### src/rtl/code_entry_buffer_pkg.sv
// Shared types and width helpers for the safe lock keypad entry path.
package safe_lock_pkg;

    // Entry buffer states: empty, partially filled, full, and submitted/frozen.
    typedef enum logic [1:0] {
        IDLE      = 2'd0,
        ENTRY     = 2'd1,
        FULL      = 2'd2,
        SUBMITTED = 2'd3
    } entry_state_t;

    localparam int DIGIT_W_DEF    = 4;
    localparam int MAX_DIGITS_DEF = 6;

    // Width of a counter that must hold 0..max_digits inclusive.
    function automatic int cnt_width(input int max_digits);
        return $clog2(max_digits + 1);
    endfunction

    // Width of a counter that runs 0..cycles-1; never narrower than one bit.
    function automatic int timer_width(input int cycles);
        return (cycles <= 2) ? 1 : $clog2(cycles);
    endfunction

endpackage

### src/rtl/code_entry_buffer_timer.sv
// Inter-key inactivity timer. Runs while the entry is partially or fully
// populated, restarts on every accepted key and raises expire in the cycle
// the count sits on its last value. With TIMEOUT_CYCLES = 0 no counter is
// built and expire is constant zero.
module entry_timeout_timer
    import safe_lock_pkg::*;
#(
    parameter int TIMEOUT_CYCLES = 50_000_000
) (
    input  logic clk,
    input  logic rst,
    input  logic run,
    input  logic restart,
    output logic expire
);

    generate
        if (TIMEOUT_CYCLES == 0) begin : g_off
            // Inputs are intentionally not consumed when the timeout is disabled.
            logic w_unused;
            assign w_unused = ^{clk, rst, run, restart};
            assign expire   = 1'b0;
        end else begin : g_on
            localparam int            TW   = timer_width(TIMEOUT_CYCLES);
            localparam logic [TW-1:0] LAST = TW'(TIMEOUT_CYCLES - 1);

            logic [TW-1:0] r_cnt;
            logic          w_at_last;

            // expire does not look at restart: the FSM gives expiry priority
            // over keys, so a key in the expiry cycle is never accepted.
            assign w_at_last = (r_cnt == LAST);
            assign expire    = run && w_at_last;

            // Count idle cycles; hold at zero whenever the entry is not live.
            always_ff @(posedge clk or posedge rst) begin
                if (rst) begin
                    r_cnt <= '0;
                end else if (restart || !run || w_at_last) begin
                    r_cnt <= '0;
                end else begin
                    r_cnt <= r_cnt + TW'(1);
                end
            end
        end
    endgenerate

endmodule

### src/rtl/code_entry_buffer.sv
// Keypad entry buffer: collects digits right-aligned (newest in the LSBs),
// supports backspace, explicit or automatic submit, and discards the entry
// after a period of inactivity. All outputs are registered.
module code_entry_buffer
    import safe_lock_pkg::*;
#(
    parameter  int DIGIT_W        = DIGIT_W_DEF,
    parameter  int MAX_DIGITS     = MAX_DIGITS_DEF,
    parameter  int MIN_DIGITS     = 4,
    parameter  int AUTO_SUBMIT    = 0,
    parameter  int TIMEOUT_CYCLES = 50_000_000,
    localparam int CNT_W          = cnt_width(MAX_DIGITS),
    localparam int CODE_W         = MAX_DIGITS * DIGIT_W
) (
    input  logic              clk,
    input  logic              rst,
    input  logic              clear_entry,
    input  logic [DIGIT_W-1:0] code,
    input  logic              valid,
    input  logic              backspace,
    input  logic              enter,
    output logic [CODE_W-1:0] entered_code,
    output logic [CNT_W-1:0]  digit_count,
    output logic              done,
    output logic              reject,
    output logic              timeout
);

    localparam logic [CNT_W-1:0] MAX_CNT = CNT_W'(MAX_DIGITS);
    localparam logic [CNT_W-1:0] MIN_CNT = CNT_W'(MIN_DIGITS);
    localparam logic [CNT_W-1:0] ONE_CNT = CNT_W'(1);

    entry_state_t      r_state;
    entry_state_t      w_state_next;
    logic [CODE_W-1:0] r_code;
    logic [CODE_W-1:0] w_code_next;
    logic [CNT_W-1:0]  r_count;
    logic [CNT_W-1:0]  w_count_next;
    logic              r_done;
    logic              r_reject;
    logic              w_reject_next;
    logic              r_timeout;
    logic              w_timeout_next;

    logic [CODE_W-1:0] w_code_push;
    logic [CODE_W-1:0] w_code_pop;
    logic              w_run;
    logic              w_restart;
    logic              w_expire;

    // Digit lanes: push shifts every digit up one lane and inserts the new
    // key at lane 0; pop shifts every digit down one lane with zero fill.
    genvar gi;
    generate
        for (gi = 0; gi < MAX_DIGITS; gi++) begin : g_lane
            if (gi == 0) begin : g_first
                assign w_code_push[DIGIT_W-1:0] = code;
            end else begin : g_rest
                assign w_code_push[gi*DIGIT_W +: DIGIT_W] = r_code[(gi-1)*DIGIT_W +: DIGIT_W];
            end
            if (gi == MAX_DIGITS - 1) begin : g_top
                assign w_code_pop[gi*DIGIT_W +: DIGIT_W] = '0;
            end else begin : g_low
                assign w_code_pop[gi*DIGIT_W +: DIGIT_W] = r_code[(gi+1)*DIGIT_W +: DIGIT_W];
            end
        end
    endgenerate

    assign w_run = (r_state == ENTRY) || (r_state == FULL);

    entry_timeout_timer #(
        .TIMEOUT_CYCLES (TIMEOUT_CYCLES)
    ) u_timer (
        .clk     (clk),
        .rst     (rst),
        .run     (w_run),
        .restart (w_restart),
        .expire  (w_expire)
    );

    // Next-state logic: only the highest-priority strobe of the cycle is
    // acted on (clear > expiry > enter > backspace > valid).
    always_comb begin
        w_state_next   = r_state;
        w_code_next    = r_code;
        w_count_next   = r_count;
        w_reject_next  = 1'b0;
        w_timeout_next = 1'b0;
        w_restart      = 1'b0;

        if (clear_entry) begin
            w_state_next = IDLE;
            w_code_next  = '0;
            w_count_next = '0;
            w_restart    = 1'b1;
        end else if (w_expire) begin
            w_state_next   = IDLE;
            w_code_next    = '0;
            w_count_next   = '0;
            w_timeout_next = 1'b1;
        end else if (enter) begin
            case (r_state)
                ENTRY, FULL: begin
                    if (r_count >= MIN_CNT) begin
                        w_state_next = SUBMITTED;
                    end else begin
                        w_reject_next = 1'b1;
                    end
                end
                IDLE:    w_reject_next = 1'b1;
                default: ;
            endcase
        end else if (backspace) begin
            case (r_state)
                ENTRY, FULL: begin
                    w_code_next  = w_code_pop;
                    w_count_next = r_count - ONE_CNT;
                    w_restart    = 1'b1;
                    w_state_next = (r_count == ONE_CNT) ? IDLE : ENTRY;
                end
                IDLE:    w_reject_next = 1'b1;
                default: ;
            endcase
        end else if (valid) begin
            case (r_state)
                IDLE, ENTRY: begin
                    w_code_next  = w_code_push;
                    w_count_next = r_count + ONE_CNT;
                    w_restart    = 1'b1;
                    if (r_count + ONE_CNT == MAX_CNT) begin
                        w_state_next = (AUTO_SUBMIT != 0) ? SUBMITTED : FULL;
                    end else begin
                        w_state_next = ENTRY;
                    end
                end
                FULL:    w_reject_next = 1'b1;
                default: ;
            endcase
        end
    end

    // State and registered outputs; done mirrors the submitted state.
    always_ff @(posedge clk or posedge rst) begin
        if (rst) begin
            r_state   <= IDLE;
            r_code    <= '0;
            r_count   <= '0;
            r_done    <= 1'b0;
            r_reject  <= 1'b0;
            r_timeout <= 1'b0;
        end else begin
            r_state   <= w_state_next;
            r_code    <= w_code_next;
            r_count   <= w_count_next;
            r_done    <= (w_state_next == SUBMITTED);
            r_reject  <= w_reject_next;
            r_timeout <= w_timeout_next;
        end
    end

    assign entered_code = r_code;
    assign digit_count  = r_count;
    assign done         = r_done;
    assign reject       = r_reject;
    assign timeout      = r_timeout;

endmodule
### config.mk
export PLATFORM = sky130hd
export DESIGN_NAME = code_entry_buffer
export DESIGN_NICKNAME = d
export VERILOG_FILES = /design/src/rtl/code_entry_buffer_pkg.sv /design/src/rtl/code_entry_buffer_timer.sv /design/src/rtl/code_entry_buffer.sv
export SDC_FILE = /design/constraint.sdc
export NUM_CORES = 1
export LEC_CHECK = 0
export ABC_CLOCK_PERIOD_IN_PS = 6000
export BUFFER_PORTS_ARGS = -buffer_cell sky130_fd_sc_hd__buf_4
export CAP_MARGIN = 20
export CORE_ASPECT_RATIO = 1.1
export CORE_MARGIN = 2
export CORE_UTILIZATION = 48
export DETAILED_ROUTE_END_ITERATION = 12
export GPL_TIMING_DRIVEN = 1
export PLACE_DENSITY = 0.68
export SLEW_MARGIN = 25
export SYNTH_ARGS = -nofsm -noshare
export SYNTH_HDL_FRONTEND = slang
export SYNTH_SLANG_ARGS = --single-unit
### constraint.sdc
create_clock -name clk -period 6 [get_ports clk]
set_clock_uncertainty 0.1 [all_clocks]
set_input_delay 0.3 -clock clk [delete_from_list [all_inputs] [get_ports clk]]
set_output_delay 0.3 -clock clk [all_outputs]
set_load 0.02 [all_outputs]
==> results of run 1 <==
[metrics by stage]
stage	utilization, %	area, um^2	hold WS [ns]	std cells
6_report	55.9	3870	0.0555	449
5_1_grt	55.9	3870	0.120	449
4_1_cts	55.9	3870	0.0964	449
3_5_place_dp	52.9	3660	0.391	433
3_3_place_gp	52.9	3660	0.396	433
2_1_floorplan	-	3400	0.359	330
[synth_stat cells, types with 2 or more instances]
master	instances
clkbuf_1	9
nor3_2	12
nor2_1	6
xor2_1	6
buf_2	8
and2_1	2
nor3_1	4
nand3_1	11
a311oi_1	21
a211oi_1	7
mux2i_1	20
buf_4	3
buf_12	2
or4_1	7
and4_4	2
nand4_1	8
inv_1	13
ha_1	10
o31ai_1	5
xnor2_1	8
o21ai_0	15
buf_6	3
dfrtp_1	58
nand2_1	19
and3_1	2
or3_1	8
nor4_1	2
and4_1	2
a211oi_2	8
a21oi_1	29
[cell families (layout without fill, tap and decap cells)]
kind of cell               Yosys count  in the layout  share of synthesized area, %
xor gates and xnor gates            14             14                          3.60
muxes                               20             20                          5.88
buffers and inverters               39             73                          6.55
and+or+nand+nor                     95             95                          17.9
DFF                                 58             58                          42.7
AOI/OAI and AO/OA                   94             94                          19.7
adders and majority gates           10             10                          3.68
[cell type report]
type / instances / area [um^2]
multi-input cells: 233 / 1730
inverters: 14 / 52.6
well taps: 85 / 106
flip-flops and latches: 58 / 1450
fillers: 621 / 3060
clock inverters: 7 / 80.1
clock buffers: 9 / 124
repair buffers: 43 / 323
[placed cells by master (no fill, tap or decap), drive strengths merged, types with 8 or more instances in the layout]
cell type  Yosys  final
nand3         11     11
dfrtp         58     58
or4            8      8
clkbuf         9      9
nand2         19     19
ha            10     10
o21ai         16     16
or3            9      9
a211oi        15     15
buf           16     43
nand4          9      9
inv           14     14
nor3          16     16
a311oi        21     21
a21oi         29     29
mux2i         20     20
xnor2          8      8
[routing by layer]
metal,track usage (%),up-vias,routed length (um),part of all wire [%]
met2,31.7,64,3410,46
met1,27.3,1279,3510,48
li1,-,1311,-,-
met4,7.53,0,73,0.99
met3,4.81,8,353,4.8
met5,0,-,0,0
[flip-flops by register name (all words and copies together), names as in the netlist]
register and count:
done 1, entered_code 24, reject 1, r_state 2
digit_count 3, u_timer.g_on.r_cnt 26, timeout 1
[worst paths after layout]
check	start	cells past startpoint	to
setup / recovery	u_timer.g_on.r_cnt[8]	5	u_timer.g_on.r_cnt[15]
hold / removal	rst	3	u_timer.g_on.r_cnt[21]
setup reg to reg	u_timer.g_on.r_cnt[8]	5	u_timer.g_on.r_cnt[15]
hold reg to reg	u_timer.g_on.r_cnt[0]	1	u_timer.g_on.r_cnt[0]
max in group asynchronous	rst	3	u_timer.g_on.r_cnt[19]
min in group clk	enter	3	r_state[1]
[power by group]
| group | switching, mW | internal [mW] | leakage (nW) |
|---|---|---|---|
| clock network | 0.176 | 0.194 | 0.0956 |
| registers | 0.0255 | 0.412 | 0.797 |
| logic | 0.116 | 0.0732 | 0.694 |
[worst reg2reg max path, stage by stage (launching register included)]
cell	delay (ns)
dfrtp_1	0.44
or4_1	0.53
nor4_2	0.33
and3_1	0.49
buf_4	0.38
a211oi_1	0.10
==> metrics, run 1 <==
Slew HR=between 50% and 60%; # Post-CTS Setup Buffers=0; CTS Hold Bufs=0; Reg clk slew, reported paths=0.07 ns; CP max FO=18; CTS tree=built; Cell Pwr Density=258 mW/mm^2; final-report hold violation count=0; initial antenna violation count=0; fraction of layout cells with a size suffix above 1=25.3%; Final #Nets=about 380; VDD IR-drop max=0.160 mV; vias per cell=5.93; Worst Tran Pin Value=between 0.7 and 0.8 ns; Syn Std Cell Area=approximately 0.0034 mm^2; Inserted Diodes=0; startpoint types=flip-flop; Synth area leader=dfrtp_1; PortBufs=39; final worst slack=between 3 and 4 ns; total power draw=0.997 mW; area growth from synthesis to layout=13.7%; yosys warns=0; CTS root buf=clkbuf_8; ANT nets after route=0; Setup crit end kind=flip-flop; Synth area leaders=dfrtp_1 43%, mux2i_1 5.9%, a311oi_1 5.4%; WP buf/inv=1; largest net degree at the start of global routing=59; wire length per cell=16.4 um; boundary pin count=40; vias in the first global route=2613; final setup violation count=0; Synth Instances=330; ys flop type=dfrtp_1; Routed Wire Length=7340 um; RSZ-0062 raised after global routing=no; Resize count post-CTS=0; Hold Crit Class=primary input to async pin; via count=2662; TNS Setup=0 ns; clk buf depth=2; die area=0.00778 mm^2; Period Utilization, post-route=41.6%; CTS buffer count=9; Mapped Avg Cell Area=about 10 um^2; GP Congestion=0.825; WS Path Type=flip-flop to flip-flop; drt pass-1 iters=4; pre-CTS WS=around 3.5 ns; Slew Limit Fails=0; crit path time final=approximately 2.5 ns; dpl hpwl=4690 um; First DRT Iteration DRCs=169; # DRC=0; slowest cell on the critical path=or4_1; flops & latches, synth=58; Reg2Reg Setup Slack=3.51 ns; EDFF count, synth=0; clock sink total=58; latest clock arrival within the worst-skew pair=0.34 ns; WP data required=6.11 ns; critical path cell sequence=or4_1 -> nor4_2 -> and3_1 -> buf_4 -> a211oi_1; Worst path top cell family by delay=simple AND/OR/NAND/NOR gates; crit-path max cell delay=about 0.53 ns; status=completed; syn_nets=350; num rows=32; register area share after synthesis=42.7%; die width=approximately 84 um; Synth top area share=a little over two fifths; async set-reset flop share out of synthesis=100%; Congestion Overflow GR=0; Static Leakage=1.59 nW; GRT Total Usage=20.2%; H-tree depth=3; Unique masters post-synth=50; first-pass GRT wire length=12700 um; die height=92.3 um; fmax=~400 MHz; CP Data Arrival Time=2.60 ns; Initial Util=between 40% and 50%; MaxCap Viol Count=0; core area=between 0.006 and 0.007 mm^2
Note: power is estimated with default switching activity, not from simulation.
==> inputs of run 2 (changes only) <==
Settings changed: ABC_AREA set to 1, ABC_CLOCK_PERIOD_IN_PS 6000 to 2400.
Clock period 6 ns to 2.4 ns, I/O delays scaled along.
==> run 2 against run 1 <==
Power grew to 2.7 times the previous value. Global-route usage is 2.5 points higher. Routed wire length is 12% higher. Flip-flop and latch count stayed put. Sequential power grew to 2.7 times the previous value. Setup slack worse by 3.2 ns. Clock-buffer cell count is 5 higher. Critical endpoint is now entered_code[20]. Largest cell class unchanged. Largest power group unchanged.
==> metrics, run 2 <==
Reg2Reg Depth=9; Setup crit end kind=flip-flop; area growth from synthesis to layout=16.6%; first-pass GRT wire length=about 14000 um; # DRC=0; EDFF count, synth=0; vias per cell=5.16; area of the multi-input gates=approximately 0.0017 mm^2; largest net degree at the start of global routing=37; Worst path top cell family by delay=buffers and inverters; slowest cell on the critical path=dfrtp_1; Initial Util=between 40% and 50%; GP Congestion=0.917; Hold Crit Depth=4; ANT nets after route=0; RSZ-0062 raised after global routing=no; die width=84.8 um; clk buf depth=2; Final #Nets=between 500 and 600; Unique masters post-synth=28; async set-reset flop share out of synthesis=100%; Synth area leader=dfrtp_1; Slew HR=63.7%; Slew Limit Fails=0; CP max FO=18; total power draw=~2.7 mW; die height=92.9 um; WP data required=2.57 ns; Internal=1.85 mW; register share of total power=42.9%; MaxCap Viol Count=0; via count=3148; core area=0.00701 mm^2; Mapped Avg Cell Area=7.25 um^2; syn_nets=496; Routed Wire Length=8240 um; yosys warns=0; dpl hpwl=6000 um; Synth area leaders=dfrtp_1 42%, nor2_1 11%, nand2_1 11%; critical path depth in cells=9; final-report hold violation count=0; CTS root buf=clkbuf_8; crit path time final=2.08 ns; Synth Instances=476; max reg flops=26; Inserted Diodes=0; die area=around 0.0079 mm^2; WP buf/inv=3; CP Data Arrival Time=2.25 ns; CTS buffer count=9; Cell Pwr Density=approximately 670 mW/mm^2; TNS Setup=0 ns; Reg clk slew, reported paths=0.06 ns; wire length per cell=13.5 um; Hold Crit Class=primary input to flip-flop; status=completed; Psw=~0.85 mW; commonest non-fill, non-tap cell in the layout=nor2_1; final setup violation count=0; count leader, synth=nor2_1; Syn Std Cell Area=0.00345 mm^2; latest clock arrival within the worst-skew pair=0.33 ns; crit-path max cell delay=0.45 ns; Synth top area share=42.1%; PortBufs=39; Static Leakage=about 1.9 nW; CP most frequent cell=nand2_1; register area share after synthesis=a little over two fifths; commonest cells after routing, fill and taps aside=104 x nor2_1, 98 x nand2_1, 58 x dfrtp_1; vias in the first global route=between 3k and 4k; # Post-CTS Setup Buffers=0; Congestion Overflow GR=0; ys flop type=dfrtp_1; Worst Tran Pin Value=0.544 ns; startpoint types=flip-flop; WS Path Type=flip-flop to flip-flop; GRT Total Usage=between 20 and 25%; initial antenna violation count=0; commonest cells in the netlist=104 x nor2_1, 98 x nand2_1, 58 x dfrtp_1, 49 x inv_1, 33 x nand3_1; boundary pin count=40; Clock power frac=33.6%; sw frac=roughly a third; flops & latches, synth=between 50 and 60; Period Utilization, post-route=86.7%; H-tree depth=3; fmax=a little under 500 MHz; fraction of layout cells with a size suffix above 1=roughly 16%; drt pass-1 iters=4; clock sink total=58; num rows=32; Filler Cells Inserted=682; Reg area=0.00145 mm^2; CTS tree=built; Reg with most FFs=u_timer.g_on.r_cnt; First DRT Iteration DRCs=around 140; critical path cell sequence=inv_1 -> ha_1 -> o21ai_0 -> nand2_1 -> nand2_2 -> inv_2 -> buf_4 -> nand4_1 -> nand2_1; VDD IR-drop max=0.341 mV; Comb pwr share=23.5%
-- run 2: cell types whose count changed after synthesis, moves of 17 or more --
cell	change
nor2_1	+98
mux2i_1	-20
o21ai_0	+17
a311oi_1	-21
a21oi_1	-23
inv_1	+36
nand2_1	+79
nand3_1	+22
-- run 2: what timing repair did --
action,4_1_cts,5_1_grt
endpoints found under the hold margin,25,0
hold buffers,2,0
gates resized for setup,0,0
-- run 2: kinds of logic after synthesis --
logic type                 count (synthesis)  share of synthesized area (%)
AOI/OAI and AO/OA                         50                           7.58
xor gates and xnor gates                  16                           4.06
adders and majority gates                 10                           3.63
buffers and inverters                     73                           9.25
DFF                                       58                           42.1
and+or+nand+nor                          269                           33.4
-- run 2: stage by stage --
step	hold WS, ns	setup WS [ns]	utilization [%]	cell area (um^2)	instances
after floorplan	0.0803	0.588	-	3450	476
after global placement	0.114	0.351	54.3	3800	592
after detailed placement	0.111	0.341	54.3	3800	592
after CTS	0.0112	0.325	57.4	4020	610
after global routing	0.0489	0.154	57.4	4020	610
final	0.0248	0.320	57.4	4020	610
-- run 2: power groups by stage --
| stage | Clock (mW) | Combinational (mW) | Sequential (mW) |
|---|---|---|---|
| 2_1_floorplan | 0 | 0.302 | 1.26 |
| 3_3_place_gp | 0 | 0.625 | 1.17 |
| 3_5_place_dp | 0 | 0.634 | 1.18 |
| 4_1_cts | 0.929 | 0.639 | 1.16 |
| 5_1_grt | 0.971 | 0.708 | 1.17 |
| 6_report | 0.908 | 0.636 | 1.16 |
-- run 2: per-layer routing --
| metal | global-route usage, % | vias up | share of wire [%] |
|---|---|---|---|
| li1 | - | 1586 | - |
| met1 | 32.2 | 1477 | 48 |
| met2 | 35.0 | 70 | 45 |
| met3 | 3.30 | 15 | 4.1 |
| met4 | 9.39 | 0 | 2.2 |
| met5 | 0 | - | 0 |
-- run 2: path summary, 6_finish.rpt --
path,startpoint,to,slack (ns)
max in group asynchronous,rst,u_timer.g_on.r_cnt[8],1.26
max,r_state[0],entered_code[20],0.32
min in group asynchronous,rst,entered_code[9],0.29
max reg2reg,r_state[0],entered_code[20],0.32
min,enter,r_state[0],0.02
min reg2reg,entered_code[2],entered_code[2],0.45
-- run 2: final cells by class --
class,count,share of cell area [%]
well taps,85,2.64
clock buffers,14,4.04
repair buffers,49,9.27
clock inverters,2,0.871
multi-input cells,345,41.8
flip-flops and latches,58,36.1
inverters,57,5.32
-- run 2: tightest hold or removal path, cell delays in order --
cell and delay, ns:
buf_4 0.11, nand3_1 0.07, nand2_1 0.08, nor2_1 0.04
==> inputs of run 3 (changes only) <==
Settings changed: ABC_AREA 1 to not set, ABC_CLOCK_PERIOD_IN_PS 2400 to 1900, PLACE_DENSITY 0.68 to 0.7.
Clock period 2.4 ns to 1.9 ns, I/O delays scaled along.
==> run 3 against run 2 <==
The flow now finishes with violations (negative setup slack). Routed wire length hardly changed. Clock power is 54% higher. Final cell count is 17% lower. Fmax is 0.64% higher. Highest routed layer unchanged. Cell area is 13% higher. Non-clock buffer count is 54 higher.
==> metrics, run 3 (synthesized netlist as in run 1, its figures left out) <==
commonest cells after routing, fill and taps aside=91 x buf_4, 57 x dfrtp_1, 24 x a21oi_1; first-pass GRT wire length=13600 um; dpl hpwl=between 5000 and 6000 um; vias per cell=around 5.8; Slew HR=about 68%; vias in the first global route=2886; boundary pin count=40; Initial Util=between 40% and 50%; Setup crit end kind=flip-flop; die width=around 84 um; WS Path Type=flip-flop to flip-flop; CTS buffer count=9; via count=2949; CP Data Arrival Time=around 2.2 ns; die height=92.3 um; WP data required=1.99 ns; GRT Total Usage=21.5%; commonest non-fill, non-tap cell in the layout=buf_4; Static Leakage=just under 2 nW; initial antenna violation count=0; # DRC=0; failing checks=negative setup slack; max reg flops=26; drt pass-1 iters=4; fmax=484 MHz; VDD IR-drop max=0.550 mV; largest net degree at the start of global routing=46; H-tree depth=3; Reg with most FFs=u_timer.g_on.r_cnt; CTS tree=built; Hold Slack=0.00246 ns; Routed Wire Length=about 8300 um; First DRT Iteration DRCs=171; startpoint types=flip-flop; final-report hold violation count=0; Final #Nets=439; fraction of layout cells with a size suffix above 1=38.7%; die area=0.00778 mm^2; clk buf depth=2; final setup violation count=57; Period Utilization, post-route=109%; RSZ-0062 raised after global routing=yes; area growth from synthesis to layout=34.1%; pre-CTS WS=-0.124 ns; Reg clk slew, reported paths=0.08 ns; num rows=32; Cell Pwr Density=slightly below 800 mW/mm^2; latest clock arrival within the worst-skew pair=0.35 ns; CP max FO=7; Slew Limit Fails=0; PortBufs=39; Worst Tran Pin Value=0.480 ns; ANT nets after route=0; Hold Crit Class=primary input to flip-flop; MaxCap Viol Count=0; core area=0.00693 mm^2; CTS root buf=clkbuf_8; Inserted Diodes=0; GP Congestion=0.885; status=finished, violations left; crit path time final=around 2.1 ns; wire length per cell=16.2 um; final worst slack=-0.167 ns; clock sink total=58; Congestion Overflow GR=0
-- run 3: where the power goes --
group	leakage, nW	switching [mW]	internal, mW
registers	0.795	0.0692	1.30
logic	1.03	0.429	0.341
clock network	0.111	0.531	0.868
total	1.94	1.03	2.51
-- run 3: metal layers --
| metal | global-route usage (%) | share of wire, % | routed length, um | vias up |
|---|---|---|---|---|
| li1 | - | - | - | 1432 |
| met1 | 28.2 | 43 | 3560 | 1444 |
| met2 | 35.7 | 51 | 4250 | 60 |
| met3 | 5.08 | 4.0 | 328 | 13 |
| met4 | 6.18 | 1.4 | 118 | 0 |
| met5 | 0 | 0 | 0 | - |
-- run 3: final cells by class --
class,count,area (um^2)
clock inverter,7,118
fill,553,2370
sequential,58,1450
clock buffer,9,124
multi-input combinational,233,1830
tap,85,106
timing repair buffer,103,875
inverter,14,52.6
-- run 3: path summary, 6_finish.rpt --
path	from	end	cells past startpoint	slack [ns]
setup / recovery	u_timer.g_on.r_cnt[8]	entered_code[2]	5	-0.17
hold / removal	code[3]	entered_code[3]	3	0.002
setup reg to reg	u_timer.g_on.r_cnt[8]	entered_code[2]	5	-0.17
hold reg to reg	u_timer.g_on.r_cnt[0]	u_timer.g_on.r_cnt[0]	2	0.44
max in group asynchronous	rst	reject	4	0.76
min in group asynchronous	rst	u_timer.g_on.r_cnt[21]	3	0.23
-- run 3: critical path, stage by stage, from the launching register on --
cell and delay [ns]:
dfrtp_1 0.40, or4_4 0.53, nor4_4 0.31, a41o_4 0.35
clkbuf_16 0.18, a311oi_1 0.04
-- run 3: timing repair --
action / CTS / global route
endpoints found under the setup margin: 57 / 58
buffers inserted: 0 / 5
hold buffers: 5 / 0
pin swaps: 1 / 7
cloned: 0 / 3
hold endpoints to repair: 24 / 0
resized for setup: 2 / 19
-- run 3: through the flow --
| stage | utilization, % | area [um^2] | TNS [ns] | cells | power (mW) |
|---|---|---|---|---|---|
| 2_1_floorplan | - | 3420 | -0.500 | 330 | 1.82 |
| 3_3_place_gp | 58.8 | 4080 | -2.37 | 480 | 2.09 |
| 3_5_place_dp | 58.8 | 4080 | -4.03 | 480 | 2.10 |
| 4_1_cts | 63.2 | 4380 | -4.24 | 501 | 3.51 |
| 5_1_grt | 65.8 | 4560 | -9.80 | 509 | 3.69 |
| 6_report | 65.8 | 4560 | -6.02 | 509 | 3.54 |
